**config.mk**
```make
export PLATFORM = sky130hd
export DESIGN_NAME = vedic_seq_mul
export DESIGN_NICKNAME = d
export VERILOG_FILES = /design/src/rtl/vedic_seq_mul.sv
export SDC_FILE = /design/constraint.sdc
export NUM_CORES = 1
export LEC_CHECK = 0
export ABC_AREA = 1
export CELL_PAD_IN_SITES_DETAIL_PLACEMENT = 1
export CELL_PAD_IN_SITES_GLOBAL_PLACEMENT = 2
export CORE_AREA = 2 2 112 114
export CTS_CLUSTER_DIAMETER = 60
export DETAILED_ROUTE_END_ITERATION = 6
export DIE_AREA = 0 0 114 116
export GPL_TIMING_DRIVEN = 0
export PLACE_DENSITY_LB_ADDON = 0.1
export SYNTH_ARGS = -nofsm -noshare
export SYNTH_HDL_FRONTEND = slang
export SYNTH_HIERARCHICAL = 1
export SYNTH_SLANG_ARGS = --single-unit
```
**constraint.sdc**
```tcl
create_clock -name clk -period 2.49 [get_ports clk]
set_input_delay 0.498 -clock clk [delete_from_list [all_inputs] [get_ports clk]]
set_output_delay 0.498 -clock clk [all_outputs]
set_load 0.03 [all_outputs]
```
**src/rtl/vedic_seq_mul.sv**
```systemverilog
// rtl/vedic_seq_mul.sv - iterative WIDTH x WIDTH unsigned multiplier over one 2-bit Vedic core

// 2x2 Vedic (Urdhva-Tiryagbhyam) multiplier core: purely combinational.
module vedic_2bit (
  input  logic [1:0] i_a,
  input  logic [1:0] i_b,
  output logic [3:0] o_q
);
  logic w_cross0;
  logic w_cross1;
  logic w_carry1;

  assign w_cross0 = i_a[1] & i_b[0];
  assign w_cross1 = i_a[0] & i_b[1];
  assign w_carry1 = w_cross0 & w_cross1;

  assign o_q[0] = i_a[0] & i_b[0];
  assign o_q[1] = w_cross0 ^ w_cross1;
  assign o_q[2] = (i_a[1] & i_b[1]) ^ w_carry1;
  assign o_q[3] = (i_a[1] & i_b[1]) & w_carry1;
endmodule

// Operand sequencer: walks digit pairs (i outer, j inner) through the core and accumulates.
module vedic_seq_mul #(
  parameter int WIDTH = 8
) (
  input  logic                 clk,
  input  logic                 rst_n,
  input  logic                 in_valid,
  output logic                 in_ready,
  input  logic [WIDTH-1:0]     a,
  input  logic [WIDTH-1:0]     b,
  output logic                 out_valid,
  input  logic                 out_ready,
  output logic [2*WIDTH-1:0]   product,
  output logic                 busy
);
  localparam int D  = WIDTH / 2;
  localparam int IW = (D > 1) ? $clog2(D) : 1;
  localparam logic [IW-1:0] LAST = IW'(D - 1);

  typedef enum logic [1:0] {S_IDLE, S_CALC, S_DONE} state_t;

  state_t               r_state;
  state_t               w_state_nxt;
  logic [WIDTH-1:0]     r_a;
  logic [WIDTH-1:0]     r_b;
  logic [2*WIDTH-1:0]   r_acc;
  logic [IW-1:0]        r_i;
  logic [IW-1:0]        r_j;

  logic [1:0]           w_a_dig;
  logic [1:0]           w_b_dig;
  logic [3:0]           w_q;
  logic [IW:0]          w_dsum;
  logic [IW+1:0]        w_shamt;
  logic [2*WIDTH-1:0]   w_pp_sh;
  logic [2*WIDTH-1:0]   w_acc_nxt;
  logic                 w_last;
  logic                 w_accept;

  // Current digit pair: digit k of an operand sits at bits [2k+1:2k].
  assign w_a_dig = 2'(r_a >> {r_i, 1'b0});
  assign w_b_dig = 2'(r_b >> {r_j, 1'b0});

  vedic_2bit u_core (
    .i_a (w_a_dig),
    .i_b (w_b_dig),
    .o_q (w_q)
  );

  // Partial product weight is 4^(i+j), i.e. a left shift by 2*(i+j).
  assign w_dsum    = {1'b0, r_i} + {1'b0, r_j};
  assign w_shamt   = {w_dsum, 1'b0};
  assign w_pp_sh   = (2*WIDTH)'(w_q) << w_shamt;
  assign w_acc_nxt = r_acc + w_pp_sh;
  assign w_last    = (r_i == LAST) && (r_j == LAST);
  assign w_accept  = in_valid && in_ready;

  // State register.
  always_ff @(posedge clk or negedge rst_n) begin
    if (!rst_n) r_state <= S_IDLE;
    else        r_state <= w_state_nxt;
  end

  // Next-state and handshake outputs decoded from the current state.
  always_comb begin
    w_state_nxt = r_state;
    in_ready    = 1'b0;
    out_valid   = 1'b0;
    busy        = 1'b0;
    case (r_state)
      S_IDLE: begin
        in_ready = 1'b1;
        if (in_valid) w_state_nxt = S_CALC;
      end
      S_CALC: begin
        busy = 1'b1;
        if (w_last) w_state_nxt = S_DONE;
      end
      S_DONE: begin
        busy      = 1'b1;
        out_valid = 1'b1;
        if (out_ready) w_state_nxt = S_IDLE;
      end
      default: w_state_nxt = S_IDLE;
    endcase
  end

  // Operand capture, digit counters, accumulator and registered product.
  always_ff @(posedge clk or negedge rst_n) begin
    if (!rst_n) begin
      r_a     <= '0;
      r_b     <= '0;
      r_acc   <= '0;
      r_i     <= '0;
      r_j     <= '0;
      product <= '0;
    end else if (r_state == S_IDLE) begin
      if (w_accept) begin
        r_a   <= a;
        r_b   <= b;
        r_acc <= '0;
        r_i   <= '0;
        r_j   <= '0;
      end
    end else if (r_state == S_CALC) begin
      r_acc <= w_acc_nxt;
      if (w_last) begin
        product <= w_acc_nxt;
      end else if (r_j == LAST) begin
        r_j <= '0;
        r_i <= r_i + IW'(1);
      end else begin
        r_j <= r_j + IW'(1);
      end
    end
  end
endmodule
```
After elaboration in Yosys (flattened, before gate mapping)
Index checks and enable logic that the tools add are counted.

Word-level logic and storage cells: 63. Bits in writable memories: 0. ROM bits: 0. Register bits: 54. Memories kept: 0. Latch bits: 0. Input port bits: 20.

Magnitude comparators: 0. Muxes and demuxes: 19. Shift operators: 3. Divide/modulo/power cells: 0. Reduce and logical (&&, ||, !) cells: 12. Multipliers: 0. Bitwise logic cells: 9. Equality and inequality tests: 9. Add/sub/neg operators: 4.

Operators with widths (number): 16-bit two-way mux (3); 2-bit two-way mux (12); 16-bit adder (1); 4-bit by 4-bit << shifter with 16-bit output (1); 8-bit by 3-bit right shift with 2-bit output (2); 3-bit AND reduction (3); 2-bit != test, second input constant (4); 1-bit bitwise AND (6); 2-bit equality test, second input constant (3); 2-bit case mux with 3 select lines (1); 2-bit by 1-bit adder with 2-bit output, second input constant (2); 2-bit AND reduction (2); 4-bit AND reduction (1); 2-bit nonzero test (2); 2-bit by 2-bit adder with 3-bit output (1); 1-bit two-way mux (3); 2-bit by 1-bit equality test with 1-bit output, second input constant (1); 1-bit logical AND (2); 2-bit zero test (1); 2-bit by 1-bit != test with 1-bit output, second input constant (1); 2-bit OR reduction (1); 1-bit bitwise XOR (2); 1-bit NOT (1).

Longest topological paths before layout
Word-level depth: 8. Depth in mapped cells: 21.

By module
Netlist, hierarchy kept.

Modules (own cells, without submodules): vedic_seq_mul (times used 1, cells an instance 472, area an instance 3362.0 µm²); vedic_2bit (times used 1, cells an instance 10, area an instance 55.1 µm²).

Worst setup path before layout
No wires, ideal clock.

Kind: reg-to-reg. Start point: register r_i[0]. End point: register product[7]. Slack: -253 ps. Arrival time: 2626 ps. Cell stages (with the launch flop): 17. Setup time: 117 ps. Path through: dfrtp_1 inv_1 o21ai_0 o22ai_1 nand2_1 inv_1 ha_1 ha_1 mux2i_1 nor3_1 ha_1 or2_1 nand3_1 nand2_1 or2_1 nand3_1 nand2_1.

Longest elaborated chain between the ends: 6.

Ends and longest elaborated chain: start: declaration (line 49) `logic [IW-1:0] r_i;`; start signal: assignment (line 133) `r_i <= r_i + IW'(1);`; 8-bit by 3-bit right shift with 2-bit output * (line 63) `assign w_a_dig = 2'(r_a >> {r_i, 1'b0});`; named net w_a_dig[1] (line 52) `logic [1:0] w_a_dig;`; 1-bit bitwise AND (line 13) `assign w_cross0 = i_a[1] & i_b[0];`; 1-bit bitwise AND (line 15) `assign w_carry1 = w_cross0 & w_cross1;`; 1-bit bitwise XOR * (line 19) `assign o_q[2] = (i_a[1] & i_b[1]) ^ w_carry1;`; named net w_q[2] (line 54) `logic [3:0] w_q;`; 4-bit by 4-bit << shifter with 16-bit output * (line 75) `assign w_pp_sh = (2*WIDTH)'(w_q) << w_shamt;`; 16-bit adder * (line 76) `assign w_acc_nxt = r_acc + w_pp_sh;`; end signal: assignment (line 130) `product <= w_acc_nxt;`; end: declaration (line 35) `output logic [2*WIDTH-1:0] product,`.

Mark *: on every way through the listed nets, which the timed path passes. The rest lies on a longest branch. A chain may end at the register's enable or synchronous reset.

Worst setup path in the final report
Start point: register r_i[0]. End point: register r_acc[5].

Longest elaborated chain between the ends: 8.

Ends and longest elaborated chain: 8-bit by 3-bit right shift with 2-bit output (line 63); named net w_a_dig[0] (line 52); 1-bit bitwise AND (line 14) `assign w_cross1 = i_a[0] & i_b[1];`; 1-bit bitwise AND (line 15); 1-bit bitwise XOR (line 19); named net w_q[2] (line 54); 4-bit by 4-bit << shifter with 16-bit output (line 75); 16-bit adder (line 76); 16-bit two-way mux (line 127) `end else if (r_state == S_CALC) begin`; 16-bit two-way mux (line 119) `end else if (r_state == S_IDLE) begin`; end signal: assignment (line 128) `r_acc <= w_acc_nxt;`; end: declaration (line 48) `logic [2*WIDTH-1:0] r_acc;`.

The timed path passes the listed nets, and every way through them passes these cells. The select of a mux whose other input is x is not followed.

==> impl_metrics.toml <==
[status]
status = "finished, violations left"
violations = "negative setup slack"

[die]
rows = 40
die_height_um = 116
ios = 39
die-area_mm2 = 0.0132
start_util = 0.287
die_w_um = 114
fp.coreArea_mm2 = 0.0119

[synthesis]
syn_avg_cell_area_um2 = 7.09
synthCells = 482
synth_top_family_by_area = "simple AND/OR/NAND/NOR gates"
synth_commonest_cells = "199 x nand2_1, 59 x inv_1, 54 x dfrtp_1"
synth-async-reset-ratio = 1.00
synth_fa_ha_area_frac = 0.0959
synth_nets = 527
ys.flop_type = "dfrtp_1"
ys_ff_latch = 54
synth_compound_area_frac = 0.0670
synth_edf_count = 0
synthTopCellsByArea = "dfrtp_1 40%, nand2_1 22%, ha_1 8.4%"
ys_seq_area_frac = 0.395
netlist.area_leader.share = 0.395
yosysTopAreaCell = "dfrtp_1"
ys_warn_count = 6
yosysMostFrequentCell = "nand2_1"
synthSimpleGateAreaFrac = 0.346
synthXorXnorAreaFrac = 0.0103
ys_types = 28
netlist_area_mm2 = 0.00342
muxShareOfSynthArea = 0.00293

[sta]
relSlewSlack = 0.544
hold_viol_final = 0
skew_ns = 0.0156
fin_hold_ws_ns = 0.216
slew_violations = 0
min_period_ns = 2.98
layout_setup_ws_ns = -0.489
grt_setup_unrepaired = "yes"
fin_crit_sh = 1.20
finalSetupViolCount = 28
tightest_slew_ns = 0.683
fmax_mhz = 336

[clock_network]
cts-root-buf = "clkbuf_16"
htree_levels = 2
cts_made_buffers = 5
cts_num_sinks = 54
tritoncts = "built"
path_clk_slew_ns = 0.09
clkLatencyLatePin_ns = 0.31
hold_buffers = 0
clock_path_buffers = 2

[global_route]
grt_max_degree = 29
grt_pass1_wl_um = 16900
grt_overflow_total = 0
grt_pass1_vias = 3368
grt_use_total = 0.165
antenna_found_initial = 0

[route]
drc = 0
ant_nets = 0
routedWlPerCell_um = 14.8
viasPerCell = 4.62
drt-initial-drc-count = 58
firstDrtPassIters = 4
routed_wl_um = 10400
dr_total_vias = 3260

[placed_design]
globalplace.congestion = 0.771
io_buffer_count = 38
hpwl_um = 7640

[worst_setup_path]
crit_path_max_fanout = 7
critical_path.cell_chain = "inv_4 -> nor2_2 -> o22ai_2 -> nand2_1 -> inv_2 -> ha_4 -> ha_4 -> mux2i_4 -> nor3_2 -> ha_1 -> or2_4 -> nand3b_1 -> nand2_2 -> or2_1 -> nand3_1 -> nand2_1"
cp-end-kind = "flip-flop"
arrival_ns = 3.18
critPathTopFamily = "simple AND/OR/NAND/NOR gates"
crit_type = "reg2reg"
cp_slowest_cell = "dfrtp_2"
worstPathRequired_ns = 2.69
cp-start-kind = "flip-flop"
critPathBufInv = 2
max_stage_delay_ns = 0.50

[final_layout]
fin_util = 0.415
drive_gt1_frac = 0.303
area_growth_pct = 44.8
antenna_cells = 0
fin_nets = 602

[power_and_ir_drop]
power_frac_comb = 0.599
switching_share = 0.452
powerDensity_mw_per_mm2 = 1050
vdd_ir_drop_max_uv = 370
switchingPower_uw = 2350
p_int_uw = 2850
p_leak_uw = 0.00246
seqPwrFrac = 0.255
p_clk_frac = 0.146

[worst_hold_path]
hold_class = "in2async"

[job]
drv_cap = 0
-- layout by cell type, fill, tap and decap left out, types with 4 or more instances in the layout --
master	instances
inv_2	12
nand3b_1	4
nor2_2	10
nor2_1	18
buf_2	4
clkbuf_16	5
buf_4	29
nand3_1	24
ha_4	13
inv_1	47
ha_1	9
nor3_2	5
nor2_4	6
or2_1	4
nand2_2	30
buf_6	4
nand2_4	4
o22ai_2	6
nand2_1	166
a21oi_2	4
dfrtp_1	52
o21ai_1	12
o21ai_0	9
nand3_2	9
clkdlybuf4s50_1	37
o21ai_2	5
-- worst paths after layout --
check,from,endpoint,slack (ns),cells after the start
worst max register to register,r_i[0]$_DFFE_PN0P_,r_acc[5]$_DFFE_PN0P_,-0.49,16
min in group clk,product[14]$_DFFE_PN0P_,product[14]$_DFFE_PN0P_,0.48,2
worst min register to register,product[14]$_DFFE_PN0P_,product[14]$_DFFE_PN0P_,0.48,2
worst min-delay path,rst_n,r_acc[6]$_DFFE_PN0P_,0.22,1
max in group asynchronous,rst_n,r_i[0]$_DFFE_PN0P_,1.66,2
worst max-delay path,r_i[0]$_DFFE_PN0P_,r_acc[5]$_DFFE_PN0P_,-0.49,16
-- cells by family (layout without fill, tap and decap cells) --
logic type	count (synthesis)	count (layout)
AOI/OAI and AO/OA	43	43
DFF	54	54
muxes	1	1
xor gates and xnor gates	4	4
adders and majority gates	25	25
and+or+nand+nor	285	285
buffers and inverters	70	146
-- power by group through the flow --
stage                     Sequential (uW)  Clock, uW  Combinational, uW
after floorplan                      1250          0               1440
after global routing                 1360        809               3410
final                                1330        756               3110
after CTS                            1320        788               2730
after global placement               1300          0               1980
after detailed placement             1300          0               2020
-- flip-flops by register name, indices dropped and copies added (netlist names) --
name,flops
product,16
r_a,8
r_acc,16
r_b,8
r_i,2
r_j,2
r_state,2
-- per-stage QoR --
stage          setup WS (ns)  cell area [um^2]  TNS (ns)  std cells  power [uW]
6_report              -0.489              4950    -10.30        705        5190
3_3_place_gp           -1.06              4010    -73.49        667        3280
5_1_grt               -0.620              4950    -14.59        705        5580
3_5_place_dp          -0.810              4020    -17.65        668        3320
4_1_cts               -0.478              4680    -10.66        693        4840
2_1_floorplan         -0.172              3440     -2.91        482        2690
-- final cells by class --
cell class                 instances  area [um^2]
tap                              147          184
clock buffer                       5          125
fill                            1462         6960
clock inverter                     3         25.0
buffer                             7         45.0
multi-input combinational        358         2340
timing repair buffer              69          632
inverter                          62          240
sequential                        54         1350
-- layer usage --
| layer | share of wire | track usage | up-vias |
|---|---|---|---|
| li1 | - | - | 1667 |
| met3 | 0.018 | 0.0225 | 7 |
| met4 | 0.012 | 0.0488 | 0 |
| met5 | 0 | 0 | - |
| met1 | 0.45 | 0.199 | 1556 |
| met2 | 0.52 | 0.307 | 30 |
-- repair_timing --
item                                    in CTS  in global routing
setup buffers                               18                 12
resized for setup                          101                 34
pin swaps                                   52                 33
endpoints found under the setup margin      30                 30
(Power assumes the default switching activity.)
==> patch: new RTL, same flow settings <==
Set the parameter `WIDTH` to 4 (it was 8).
--- a/src/rtl/vedic_seq_mul.sv
+++ b/src/rtl/vedic_seq_mul.sv
@@ -22,7 +22,7 @@
 
 // Operand sequencer: walks digit pairs (i outer, j inner) through the core and accumulates.
 module vedic_seq_mul #(
-  parameter int WIDTH = 8
+  parameter int WIDTH = 4
 ) (
   input  logic                 clk,
   input  logic                 rst_n,
Ports: changed (resized a, b and product); port bits go from 39 to 23. The function was not compared with the original's and may differ.
==> patch against the original RTL <==
Setup slack better by 0.54 ns. Sequential cell count down 26. Critical path depth down 3. Wire length down 51%. Final area decreased by 48%. Clock power shrank 32%. Power fell by 32%. Area after synthesis shrank 47%. Cell count decreased by 40%.
==> patch: results (changes against the original RTL) <==
* Routability Congestion at 0.696 (-9.6%)
* Sw Pwr at 0.00163 W (-30%)
* Status: finished clean
* Synth top area share at 38.7% (-0.87 points)
* Setup crit end: product[6]$_DFFE_PN0P_
* Crit path max-delay family: adder cells
* Detail Placement HPWL at 3940 um (-48%)
* Number of fill cells at 1442 (-1.4%)
* R2R depth at 13 (-3)
* Non-Filler Instances at 421 (-40%)
* Crit Path Max Fanout at 9 (+2)
* Peak supply drop at 0.433 mV (+17%)
* Top Registers: product: 8 flops, r_acc: 8 flops
* Post-DR vias/cell at 3.76 (-19%)
* TritonCTS Buffers at 3 (-2)
* Hold_ws at 0.264 ns (+0.0478 ns)
* Top post-synthesis cells by area: dfrtp_1 39%, nand2_1 21%, ha_1 10%
* Relative slew slack at 53.1% (-1.3 points)
* Clk_skew at 0.00256 ns (-0.0130 ns)
* Placed cells at 409 (-39%)
* Post-synthesis sequential area ratio at 38.7% (-0.87 points)
* Global-route wire length before repair at 8550 um (-49%)
* Synth top cells by count: 103 x nand2_1, 29 x inv_1, 28 x dfrtp_1
* Worst skew pair latency at 0.27 ns (-0.04 ns)
* Share of cells above drive strength 1 at 25.5% (-4.7 points)
* Mean Syn Cell Area at 7.55 um^2 (+6.5%)
* DRT iter0 DRCs at 50 (-14%)
* Worst R2R End: product[6]$_DFFE_PN0P_
* Setup slack, reg-to-reg at 0.05 ns (+0.54 ns)
* Nets@finish at 303 (-50%)
* Slowest cell delay on critical path at 0.43 ns (-0.07 ns)
* Crit path DAT at 2.61 ns (-0.57 ns)
* Syn_nets at 268 (-49%)
* Critical Path Start: r_i$_DFFE_PN0P_
* Number of global-route vias before repair at 1683 (-50%)
* Leak pwr at 1.28 nW (-48%)
* Drt total wl at 5140 um (-51%)
* Buffers added on ports at 22 (-42%)
[patch: cell types whose count changed after synthesis, moves of 5 or more]
cell	change
dfrtp_1	-26
ha_1	-8
inv_1	-30
nand2_1	-96
nand3_1	-21
nor2_1	-22
nor3_1	-5
o21ai_0	-17
o22ai_1	-6
[patch: final cells by class]
type                       instances  area (um^2)  share of cell area (%)
sequential                        28          703                    27.6
inverter                          35          144                    5.64
tap                              147          184                    7.21
multi-input combinational        176         1130                    44.2
timing repair buffer              30          279                    10.9
clock inverter                     1         30.0                    1.18
clock buffer                       3         75.1                    2.94
buffer                             1         7.51                   0.294
[patch: cells by family (layout without fill, tap and decap cells)]
kind of cell,after synthesis,after routing,synth area share (%)
buf+inv,36,70,8.08
simple gates,137,137,32.9
compound gates,20,20,7.39
xor+xnor,3,3,1.45
flops,28,28,38.7
fa+ha+maj,16,16,11.5
[patch: power by group through the flow]
stage / clock, W / combinational (W) / sequential [W]
after floorplan: 0 / 0.00116 / 0.000859
after global placement: 0 / 0.00178 / 0.000790
after detailed placement: 0 / 0.00178 / 0.000793
after CTS: 0.000521 / 0.00207 / 0.000790
after global routing: 0.000541 / 0.00248 / 0.000822
final: 0.000511 / 0.00222 / 0.000788
[patch: through the flow]
stage / setup WS (ns) / total power, W / TNS, ns / area, um^2
6_report: 0.0513 / 0.00352 / 0 / 2550
4_1_cts: 0.0133 / 0.00338 / 0 / 2440
3_5_place_dp: -0.356 / 0.00257 / -2.39 / 2210
5_1_grt: -0.121 / 0.00385 / -0.853 / 2550
3_3_place_gp: -0.367 / 0.00257 / -2.46 / 2220
2_1_floorplan: 0.0784 / 0.00201 / 0 / 1810
[patch: repair_timing]
item                       in CTS  in global routing
pin swaps                       4                 23
setup endpoints to repair      10                 12
buffers inserted                7                  1
resized for setup              19                 33
[patch: routing by layer]
layer	wire length, um	global-route usage [%]	share of wire, %	up-vias
met2	2400	13.3	47	13
met4	58	2.44	1.1	0
li1	-	-	-	808
met5	0	0	0	-
met3	83	1.41	1.6	4
met1	2600	11.7	51	760
[patch: worst register-to-register path, stage by stage (launching register included)]
cell and delay (ns):
dfrtp_2 0.43, buf_4 0.15, ha_1 0.28, buf_4 0.18, nor3_4 0.15, ha_2 0.21
inv_1 0.05, fa_2 0.37, o21ai_4 0.15, nand3b_1 0.11, nand2_1 0.07, nand2_1 0.06
nand3_1 0.07, nand2_1 0.05
